==> src/rtl/cpu_sequencer_pkg.sv <==
// Shared definitions for the classy-core sequencer: opcodes, FSM states and defaults.
// Imported by the sequencer, its interface, and datapath decode.
package cpu_sequencer_pkg;

    localparam int INSTR_W             = 16;
    localparam int DEFAULT_PC_WIDTH    = 8;
    localparam int DEFAULT_STACK_DEPTH = 4;

    typedef enum logic [3:0] {
        OP_NOP  = 4'h0,
        OP_ALU  = 4'h1,
        OP_JMP  = 4'h2,
        OP_JZ   = 4'h3,
        OP_JNZ  = 4'h4,
        OP_CALL = 4'h5,
        OP_RET  = 4'h6,
        OP_HALT = 4'hF
    } opcode_e;

    typedef enum logic [2:0] {
        S_FETCH  = 3'd0,
        S_DECODE = 3'd1,
        S_EXEC   = 3'd2,
        S_WB     = 3'd3,
        S_HALT   = 3'd4
    } state_e;

    function automatic logic [3:0] opcode_of(input logic [INSTR_W-1:0] ir);
        return ir[INSTR_W-1:INSTR_W-4];
    endfunction

endpackage

==> src/rtl/cpu_sequencer_if.sv <==
// Bundle between the sequencer and program memory / datapath.
// master = sequencer side, slave = memory/datapath side.
interface cpu_sequencer_if
    import cpu_sequencer_pkg::*;
#(
    parameter int PC_WIDTH = DEFAULT_PC_WIDTH
) ();

    logic [INSTR_W-1:0]  i_PMDATA;
    logic                i_ALU_Z;
    logic                i_stall;
    logic [PC_WIDTH-1:0] o_pm_addr;
    logic [INSTR_W-1:0]  o_ir;
    logic                o_alu_en;
    logic                o_reg_we;
    logic                o_halted;
    logic                o_fault;
    logic                o_illegal;

    modport master (
        input  i_PMDATA, i_ALU_Z, i_stall,
        output o_pm_addr, o_ir, o_alu_en, o_reg_we, o_halted, o_fault, o_illegal
    );

    modport slave (
        output i_PMDATA, i_ALU_Z, i_stall,
        input  o_pm_addr, o_ir, o_alu_en, o_reg_we, o_halted, o_fault, o_illegal
    );

endinterface

==> src/rtl/cpu_sequencer_return_stack.sv <==
// Hardware return-address LIFO for CALL/RET. Push is ignored when full and pop
// when empty; the sequencer checks full/empty before issuing either.
module cpu_sequencer_return_stack #(
    parameter int DEPTH = 4,
    parameter int WIDTH = 8
) (
    input  logic             clk,
    input  logic             rst,
    input  logic             push,
    input  logic             pop,
    input  logic [WIDTH-1:0] push_data,
    output logic [WIDTH-1:0] top_data,
    output logic             full,
    output logic             empty
);

    localparam int PTR_W = $clog2(DEPTH);
    localparam logic [PTR_W:0] DEPTH_CNT = (PTR_W + 1)'(DEPTH);

    logic [PTR_W:0]   cnt_q, cnt_d;
    logic [WIDTH-1:0] mem_q [DEPTH];
    logic [WIDTH-1:0] mem_d [DEPTH];
    logic [PTR_W-1:0] wr_idx, rd_idx;

    assign full     = (cnt_q == DEPTH_CNT);
    assign empty    = (cnt_q == '0);
    assign wr_idx   = cnt_q[PTR_W-1:0];
    assign rd_idx   = wr_idx - PTR_W'(1);
    assign top_data = mem_q[rd_idx];

    always_comb begin
        cnt_d = cnt_q;
        mem_d = mem_q;
        if (push && !full) begin
            mem_d[wr_idx] = push_data;
            cnt_d         = cnt_q + 1'b1;
        end else if (pop && !empty) begin
            cnt_d = cnt_q - 1'b1;
        end
    end

    // Only the occupancy count is reset; stale entries are unreachable once cnt is 0.
    always_ff @(posedge clk) begin
        if (rst) begin
            cnt_q <= '0;
        end else begin
            cnt_q <= cnt_d;
        end
        mem_q <= mem_d;
    end

endmodule

==> src/rtl/cpu_sequencer.sv <==
// Multi-cycle control sequencer: owns PC and IR, decodes opcodes into ALU/regfile
// strobes, resolves branches on the ALU zero flag and drives a CALL/RET stack.
module cpu_sequencer
    import cpu_sequencer_pkg::*;
#(
    parameter int PC_WIDTH    = DEFAULT_PC_WIDTH,
    parameter int STACK_DEPTH = DEFAULT_STACK_DEPTH
) (
    input logic             i_clk,
    input logic             i_reset,
    cpu_sequencer_if.master bus
);

    state_e              state_q, state_d;
    logic [PC_WIDTH-1:0] pc_q, pc_d;
    logic [INSTR_W-1:0]  ir_q, ir_d;
    logic                fault_q, fault_d;

    logic                alu_en, reg_we, illegal;
    logic                push, pop;
    logic                stk_full, stk_empty;
    logic [PC_WIDTH-1:0] stk_top;
    logic [PC_WIDTH-1:0] pc_inc;
    logic [PC_WIDTH-1:0] target;

    assign pc_inc = pc_q + 1'b1;
    assign target = ir_q[PC_WIDTH-1:0];

    cpu_sequencer_return_stack #(
        .DEPTH (STACK_DEPTH),
        .WIDTH (PC_WIDTH)
    ) u_stack (
        .clk       (i_clk),
        .rst       (i_reset),
        .push      (push),
        .pop       (pop),
        .push_data (pc_inc),
        .top_data  (stk_top),
        .full      (stk_full),
        .empty     (stk_empty)
    );

    // A stall freezes everything by leaving every *_d at its *_q and every strobe low.
    always_comb begin
        state_d = state_q;
        pc_d    = pc_q;
        ir_d    = ir_q;
        fault_d = fault_q;
        alu_en  = 1'b0;
        reg_we  = 1'b0;
        illegal = 1'b0;
        push    = 1'b0;
        pop     = 1'b0;

        if (!bus.i_stall) begin
            case (state_q)
                S_FETCH: state_d = S_DECODE;
                S_DECODE: begin
                    ir_d    = bus.i_PMDATA;
                    state_d = S_EXEC;
                end
                S_EXEC: begin
                    state_d = S_FETCH;
                    case (opcode_of(ir_q))
                        OP_NOP: pc_d = pc_inc;
                        OP_ALU: begin
                            alu_en  = 1'b1;
                            pc_d    = pc_inc;
                            state_d = S_WB;
                        end
                        OP_JMP: pc_d = target;
                        OP_JZ:  pc_d = bus.i_ALU_Z ? target : pc_inc;
                        OP_JNZ: pc_d = bus.i_ALU_Z ? pc_inc : target;
                        OP_CALL: begin
                            if (stk_full) begin
                                fault_d = 1'b1;
                                state_d = S_HALT;
                            end else begin
                                push = 1'b1;
                                pc_d = target;
                            end
                        end
                        OP_RET: begin
                            if (stk_empty) begin
                                fault_d = 1'b1;
                                state_d = S_HALT;
                            end else begin
                                pop  = 1'b1;
                                pc_d = stk_top;
                            end
                        end
                        OP_HALT: state_d = S_HALT;
                        default: begin
                            illegal = 1'b1;
                            pc_d    = pc_inc;
                        end
                    endcase
                end
                S_WB: begin
                    reg_we  = 1'b1;
                    state_d = S_FETCH;
                end
                S_HALT:  state_d = S_HALT;
                default: state_d = S_FETCH;
            endcase
        end
    end

    always_ff @(posedge i_clk) begin
        if (i_reset) begin
            state_q <= S_FETCH;
            pc_q    <= '0;
            ir_q    <= '0;
            fault_q <= 1'b0;
        end else begin
            state_q <= state_d;
            pc_q    <= pc_d;
            ir_q    <= ir_d;
            fault_q <= fault_d;
        end
    end

    // Strobes are suppressed while reset is held so an abandoned op never fires.
    assign bus.o_pm_addr = pc_q;
    assign bus.o_ir      = ir_q;
    assign bus.o_alu_en  = alu_en  & ~i_reset;
    assign bus.o_reg_we  = reg_we  & ~i_reset;
    assign bus.o_illegal = illegal & ~i_reset;
    assign bus.o_halted  = (state_q == S_HALT);
    assign bus.o_fault   = fault_q;

endmodule

==> src/flat_wrapper.sv <==
// flat-port wrapper written by rule: the top's interface ports become plain ports
module cpu_sequencer_flat import cpu_sequencer_pkg::*;
#(
    parameter int PC_WIDTH    = DEFAULT_PC_WIDTH,
    parameter int STACK_DEPTH = DEFAULT_STACK_DEPTH
)
  (i_clk, i_reset, bus_i_PMDATA, bus_i_ALU_Z, bus_i_stall, bus_o_pm_addr, bus_o_ir, bus_o_alu_en, bus_o_reg_we, bus_o_halted, bus_o_fault, bus_o_illegal);
  cpu_sequencer_if #(.PC_WIDTH(PC_WIDTH)) bus_i ();
  input logic i_clk;
  input logic i_reset;
  input wire logic [$bits(bus_i.i_PMDATA)-1:0] bus_i_PMDATA;
  input wire logic [$bits(bus_i.i_ALU_Z)-1:0] bus_i_ALU_Z;
  input wire logic [$bits(bus_i.i_stall)-1:0] bus_i_stall;
  output wire logic [$bits(bus_i.o_pm_addr)-1:0] bus_o_pm_addr;
  output wire logic [$bits(bus_i.o_ir)-1:0] bus_o_ir;
  output wire logic [$bits(bus_i.o_alu_en)-1:0] bus_o_alu_en;
  output wire logic [$bits(bus_i.o_reg_we)-1:0] bus_o_reg_we;
  output wire logic [$bits(bus_i.o_halted)-1:0] bus_o_halted;
  output wire logic [$bits(bus_i.o_fault)-1:0] bus_o_fault;
  output wire logic [$bits(bus_i.o_illegal)-1:0] bus_o_illegal;
  assign bus_i.i_PMDATA = bus_i_PMDATA;
  assign bus_i.i_ALU_Z = bus_i_ALU_Z;
  assign bus_i.i_stall = bus_i_stall;
  assign bus_o_pm_addr = bus_i.o_pm_addr;
  assign bus_o_ir = bus_i.o_ir;
  assign bus_o_alu_en = bus_i.o_alu_en;
  assign bus_o_reg_we = bus_i.o_reg_we;
  assign bus_o_halted = bus_i.o_halted;
  assign bus_o_fault = bus_i.o_fault;
  assign bus_o_illegal = bus_i.o_illegal;
  cpu_sequencer #(.PC_WIDTH(PC_WIDTH), .STACK_DEPTH(STACK_DEPTH)) u_core (.i_clk(i_clk), .i_reset(i_reset), .bus(bus_i));
endmodule
==> config.mk <==
export PLATFORM = sky130hd
export DESIGN_NAME = cpu_sequencer_flat
export DESIGN_NICKNAME = d
export VERILOG_FILES = /design/src/rtl/cpu_sequencer_pkg.sv /design/src/rtl/cpu_sequencer_if.sv /design/src/rtl/cpu_sequencer_return_stack.sv /design/src/rtl/cpu_sequencer.sv /design/src/flat_wrapper.sv
export SDC_FILE = /design/constraint.sdc
export NUM_CORES = 1
export LEC_CHECK = 0
export CAP_MARGIN = 25
export CORE_ASPECT_RATIO = 0.5
export CORE_MARGIN = 4
export CORE_UTILIZATION = 53
export CTS_CLUSTER_DIAMETER = 30
export DETAILED_ROUTE_END_ITERATION = 8
export PLACE_DENSITY = 0.79
export SLEW_MARGIN = 30
export SYNTH_ARGS = -nofsm -noshare
export SYNTH_HDL_FRONTEND = slang
export SYNTH_SLANG_ARGS = --single-unit
export TNS_END_PERCENT = 5
==> constraint.sdc <==
create_clock -name i_clk -period 3.33 [get_ports i_clk]
set_clock_uncertainty 0.05 [all_clocks]
set_input_delay 0.999 -clock i_clk [delete_from_list [all_inputs] [get_ports i_clk]]
set_output_delay 0.999 -clock i_clk [all_outputs]
set_load 0.03 [all_outputs]
; Word level (Yosys, flattened, before mapping)
; Cells that the tools add are included.
[classes]
n_addsub = 4
n_lt_le_gt_ge = 3
eq_ne = 16
mux = 36
bitwise = 8
reduce_logical = 14
[op_table]
columns = cell, n
row1 = $mux 8, 7
row2 = $pmux 8 s6, 1
row3 = $bwmux 32, 1
row4 = $pmux 3 s4, 2
row5 = $mux 1, 18
row6 = $bmux 8 s2, 1
row7 = $demux 8 s2, 1
row8 = $eq 4x3->1 const B, 3
row9 = $mux 3, 4
row10 = $reduce_and 5->1, 2
row11 = $add 8x1->8 const B, 1
row12 = $eq 4x2->1 const B, 2
row13 = $ne 2x2->1 const B, 4
row14 = $reduce_or 8->1, 1
row15 = $eq 3x2->1 const B, 2
row16 = $eq 3x3->1 const B, 2
row17 = $ge 3x3->1 const B, 2
row18 = $logic_not 3->1, 2
row19 = $not 2->3, 2
row20 = $eq 4x1->1 const B, 1
row21 = $eq 4x4->1 const B, 1
row22 = $logic_not 4->1, 1
row23 = $reduce_bool 2->1, 2
row24 = $add 3x1->3 const B, 1
row25 = other kinds (10), 17
[totals]
regBits = 63
output_inout_bits = 29
word_cells = 90

; Longest topological paths before layout
[depth]
depth_word = 8
ltp_mapped = 10
ltp_nobuf = 9

; By module
; A second synthesis with hierarchy kept.
[unflattened]
hier_cells = 286
hier_area_um2 = 3130.5
[modules_own_cells]
columns = module, n_inst, cells_each, area_per_inst_um2
row1 = cpu_sequencer, 1, 206, 1620.3
row2 = cpu_sequencer_return_stack, 1, 80, 1510.2

; Worst setup path after synthesis
; Ideal clock, no wire load.
[synth_path]
path_kind = input to output
start = input i_reset
end = output bus_o_reg_we
arrival_ps = 2107
required_time_ps = 2281
path_slack_ps = 174
stages = 3
path_buffers = 2
path_cell_list = clkbuf_1 -> clkbuf_1 -> nor3b_1
[synth_between]
elab_chain_len = 2
[synth_lines]
columns = element, line_no
row1 = "start, declared", flat_wrapper.sv:10  ; input logic i_reset;
row2 = $not 1->1, cpu_sequencer.sv:127  ; assign bus.o_reg_we = reg_we & ~i_reset;
row3 = $and 1x1->1, cpu_sequencer.sv:127
row4 = "end, declared", flat_wrapper.sv:17  ; output wire logic [$bits(bus_i.o_reg_we)-1:0] bus_o_reg_we;
; No other way between the ends.

; Final worst setup path
[layout_path]
start = input bus_i_stall
end = output bus_o_illegal
[layout_between]
elab_chain_len = 2
[layout_lines]
columns = element, line_no
row1 = "start, declared", flat_wrapper.sv:13  ; input wire logic [$bits(bus_i.i_stall)-1:0] bus_i_stall;
row2 = $mux 1, cpu_sequencer.sv:55  ; if (!bus.i_stall) begin
row3 = $and 1x1->1, cpu_sequencer.sv:128  ; assign bus.o_illegal = illegal & ~i_reset;
row4 = "end, declared", flat_wrapper.sv:20  ; output wire logic [$bits(bus_i.o_illegal)-1:0] bus_o_illegal;
; No other way between the ends.

==> run metrics <==
run status completed; Critical Path Fanout Max 3; RR Startpoint u_core.bus.o_ir[14]; sequential share of power 40.4%; CTS Hold Bufs 0; Synth warnings 0; combinational fraction of design power 6.4%; ys flop type edfxtp_1; Critical Path Source Type input port; fin nets 363; P_sw 0.445 mW; hpwl dp 4870 µm; 1st-pass router iterations 4; PwrDens 518 nW/µm²; post-layout min period 3.19 ns; post_cts resized 0; Final GP Congestion 0.793; Core Region 5560 µm²; post-DR wirelength/cell 17.4 µm; TritonCTS clock tree done; CP Buf/Inv Count 2; clock share of power 53.2%; Worst Max-Slew Pin Slew 0.734 ns; hold crit path type flop to flop; vias in the first global route 2,193; GRT overflow 0; port buffer count 48; Initial Util 55.4%; top cells by area, synth edfxtp_1 (31%), dfxtp_1 (20%), mux4_2 (5.8%); clk slew on worst S/H paths 0.05 ns; Int Power 1.62 mW; Layout Cells excl Fill 415; Max-Cap Viols 0; CP Cell Sequence clkdlybuf4s50_1 -> nor2_1 -> nand3b_1 -> nor3_1 -> buf_4; Synth cell types 56; num rows 19; die area 7180 µm²; Core Util, Final 71.9%; post-synth top area share 31.2%; crit end category primary output; final wirelength 7210 µm; register bit count reported by yosys 63; H-Tree Level Count 3; dpl cells 399; number of synthesized flops with an enable pin 32; Slowest cell on crit path clkdlybuf4s50_1; CP required 2.28 ns; critical path class input port to primary output; most frequent cells in the layout clkdlybuf4s50_1 (45), nand2_1 (44), edfxtp_1 (32); clk_lat worst skew 0.33 ns; crit path from bus_i_stall; GRT Total Usage 21.3%; die width 116 µm; Mapped Cells 286; Relative slew margins 51.0%; worst stage delay on the critical path 0.47 ns; post-detailed-route count of antenna-violating nets 0; Tcrit/Tclk final 95.9%; register area share after synthesis 51.3%; synth-to-layout area growth 29.7%; Pleak 1.38 nW; final hold violations 0; largest net degree at the start of global routing 26; global-route wire length before repair 11,300 µm; die height 61.9 µm; Yosys top cell by area edfxtp_1; Final TNS setup 0 ns; commonest non-fill, non-tap cell in the layout clkdlybuf4s50_1; CTS Sinks 63; Mapped Area 3080 µm²; root buffer selected by CTS clkbuf_16; worst vdd ir 0.000347 V; Top Ports 49; highest clock rate 313 MHz; Max Slew Vio Count 0; Iter 0 DRT Violations 186; ys async rst share 0%; DRC violation count after routing 0; synthesized area per cell 10.8 µm²; initial antenna violation count 0; total CTS buffers 9; Largest delay share family, worst path buffers and inverters; syn_nets 312; via count of the routed design 2,416; share of cells above drive strength 1 14.0%; switching part of the total 21.5%; # diodes 0; DR vias/cell 5.82; CTS Buffer Depth 2; Setup Buffers After CTS 0; Worst EP arrival 2.14 ns; final setup fails 0; hold path start u_core.bus.o_ir[8]
[cell usage after synthesis, types with 6 or more instances]
cell and n:
buf_2 8, o21ai_0 8, nand2_1 44, inv_1 8
a21oi_1 29, edfxtp_1 32, clkbuf_1 8, a22oi_1 6
nor2_1 16, mux4_2 8, dfxtp_1 31
[sequential cells by signal (all words and copies together), names as in the netlist]
| register | cells |
|---|---|
| u_core.bus.o_pm_addr | 8 |
| u_core.state_q | 3 |
| u_core.u_stack.mem_q | 32 |
| u_core.bus.o_ir | 16 |
| u_core.u_stack.cnt_q | 3 |
| u_core.bus.o_fault | 1 |
[final cells by class]
cell class              count  area (µm²)
multi-input cells         195        1390
inverters                   9        33.8
fillers                   402        1570
flip-flops and latches     63        1580
repair buffers             59         556
clock inverters             7         125
clock buffers               9         225
well taps                  73        91.3
[per-layer routing]
layer  GRT usage [%]  vias to the layer above  share of wire (%)  wire length, µm
met5               0                        -                  0                0
met4            6.12                        0               0.83               60
met3            7.35                        8                7.6              547
met2            34.3                       69                 47             3420
met1            28.0                     1165                 44             3180
li1                -                     1174                  -                -
[power by group through the flow]
stage | logic (mW) | registers [mW] | clock network (mW)
3_3_place_gp | 0.127 | 0.851 | 0
2_1_floorplan | 0.0598 | 0.864 | 0
5_1_grt | 0.143 | 0.838 | 1.15
6_report | 0.133 | 0.836 | 1.10
3_5_place_dp | 0.130 | 0.852 | 0
4_1_cts | 0.132 | 0.836 | 1.11
[through the flow]
stage / power, mW / hold slack [ns] / setup WS (ns) / instance area [µm²]
after CTS: 2.08 / 0.405 / 0.111 / 3990
after floorplan: 0.924 / 0.485 / 0.174 / 3080
after global placement: 0.979 / 0.393 / 0.146 / 3640
after global routing: 2.13 / 0.423 / -0.00175 / 4000
final: 2.07 / 0.400 / 0.138 / 4000
after detailed placement: 0.982 / 0.397 / 0.0130 / 3640
[cells by family after synthesis]
family / count (synthesis) / synth area share [%]
xor+xnor: 8 / 2.27
buf+inv: 28 / 4.10
compound gates: 77 / 17.3
fa+ha+maj: 6 / 2.68
simple gates: 94 / 15.9
mux: 10 / 6.49
flops: 63 / 51.3
[worst reg2reg max path, stage by stage, from the launching register on]
cell	delay, ns
dfxtp_1	0.49
buf_4	0.27
and4bb_1	0.33
nand2_1	0.10
a21oi_1	0.20
inv_1	0.08
fa_1	0.42
o31ai_1	0.27
a21oi_1	0.10
a311oi_1	0.25
[worst paths after layout]
path	to	slack, ns	cells past startpoint
setup reg to reg	u_core.u_stack.cnt_q[2]	0.67	9
hold reg to reg	u_core.bus.o_ir[8]	0.40	2
hold / removal	u_core.bus.o_ir[8]	0.40	2
setup / recovery	bus_o_illegal	0.14	5
Power figures use the tool's default switching activity.
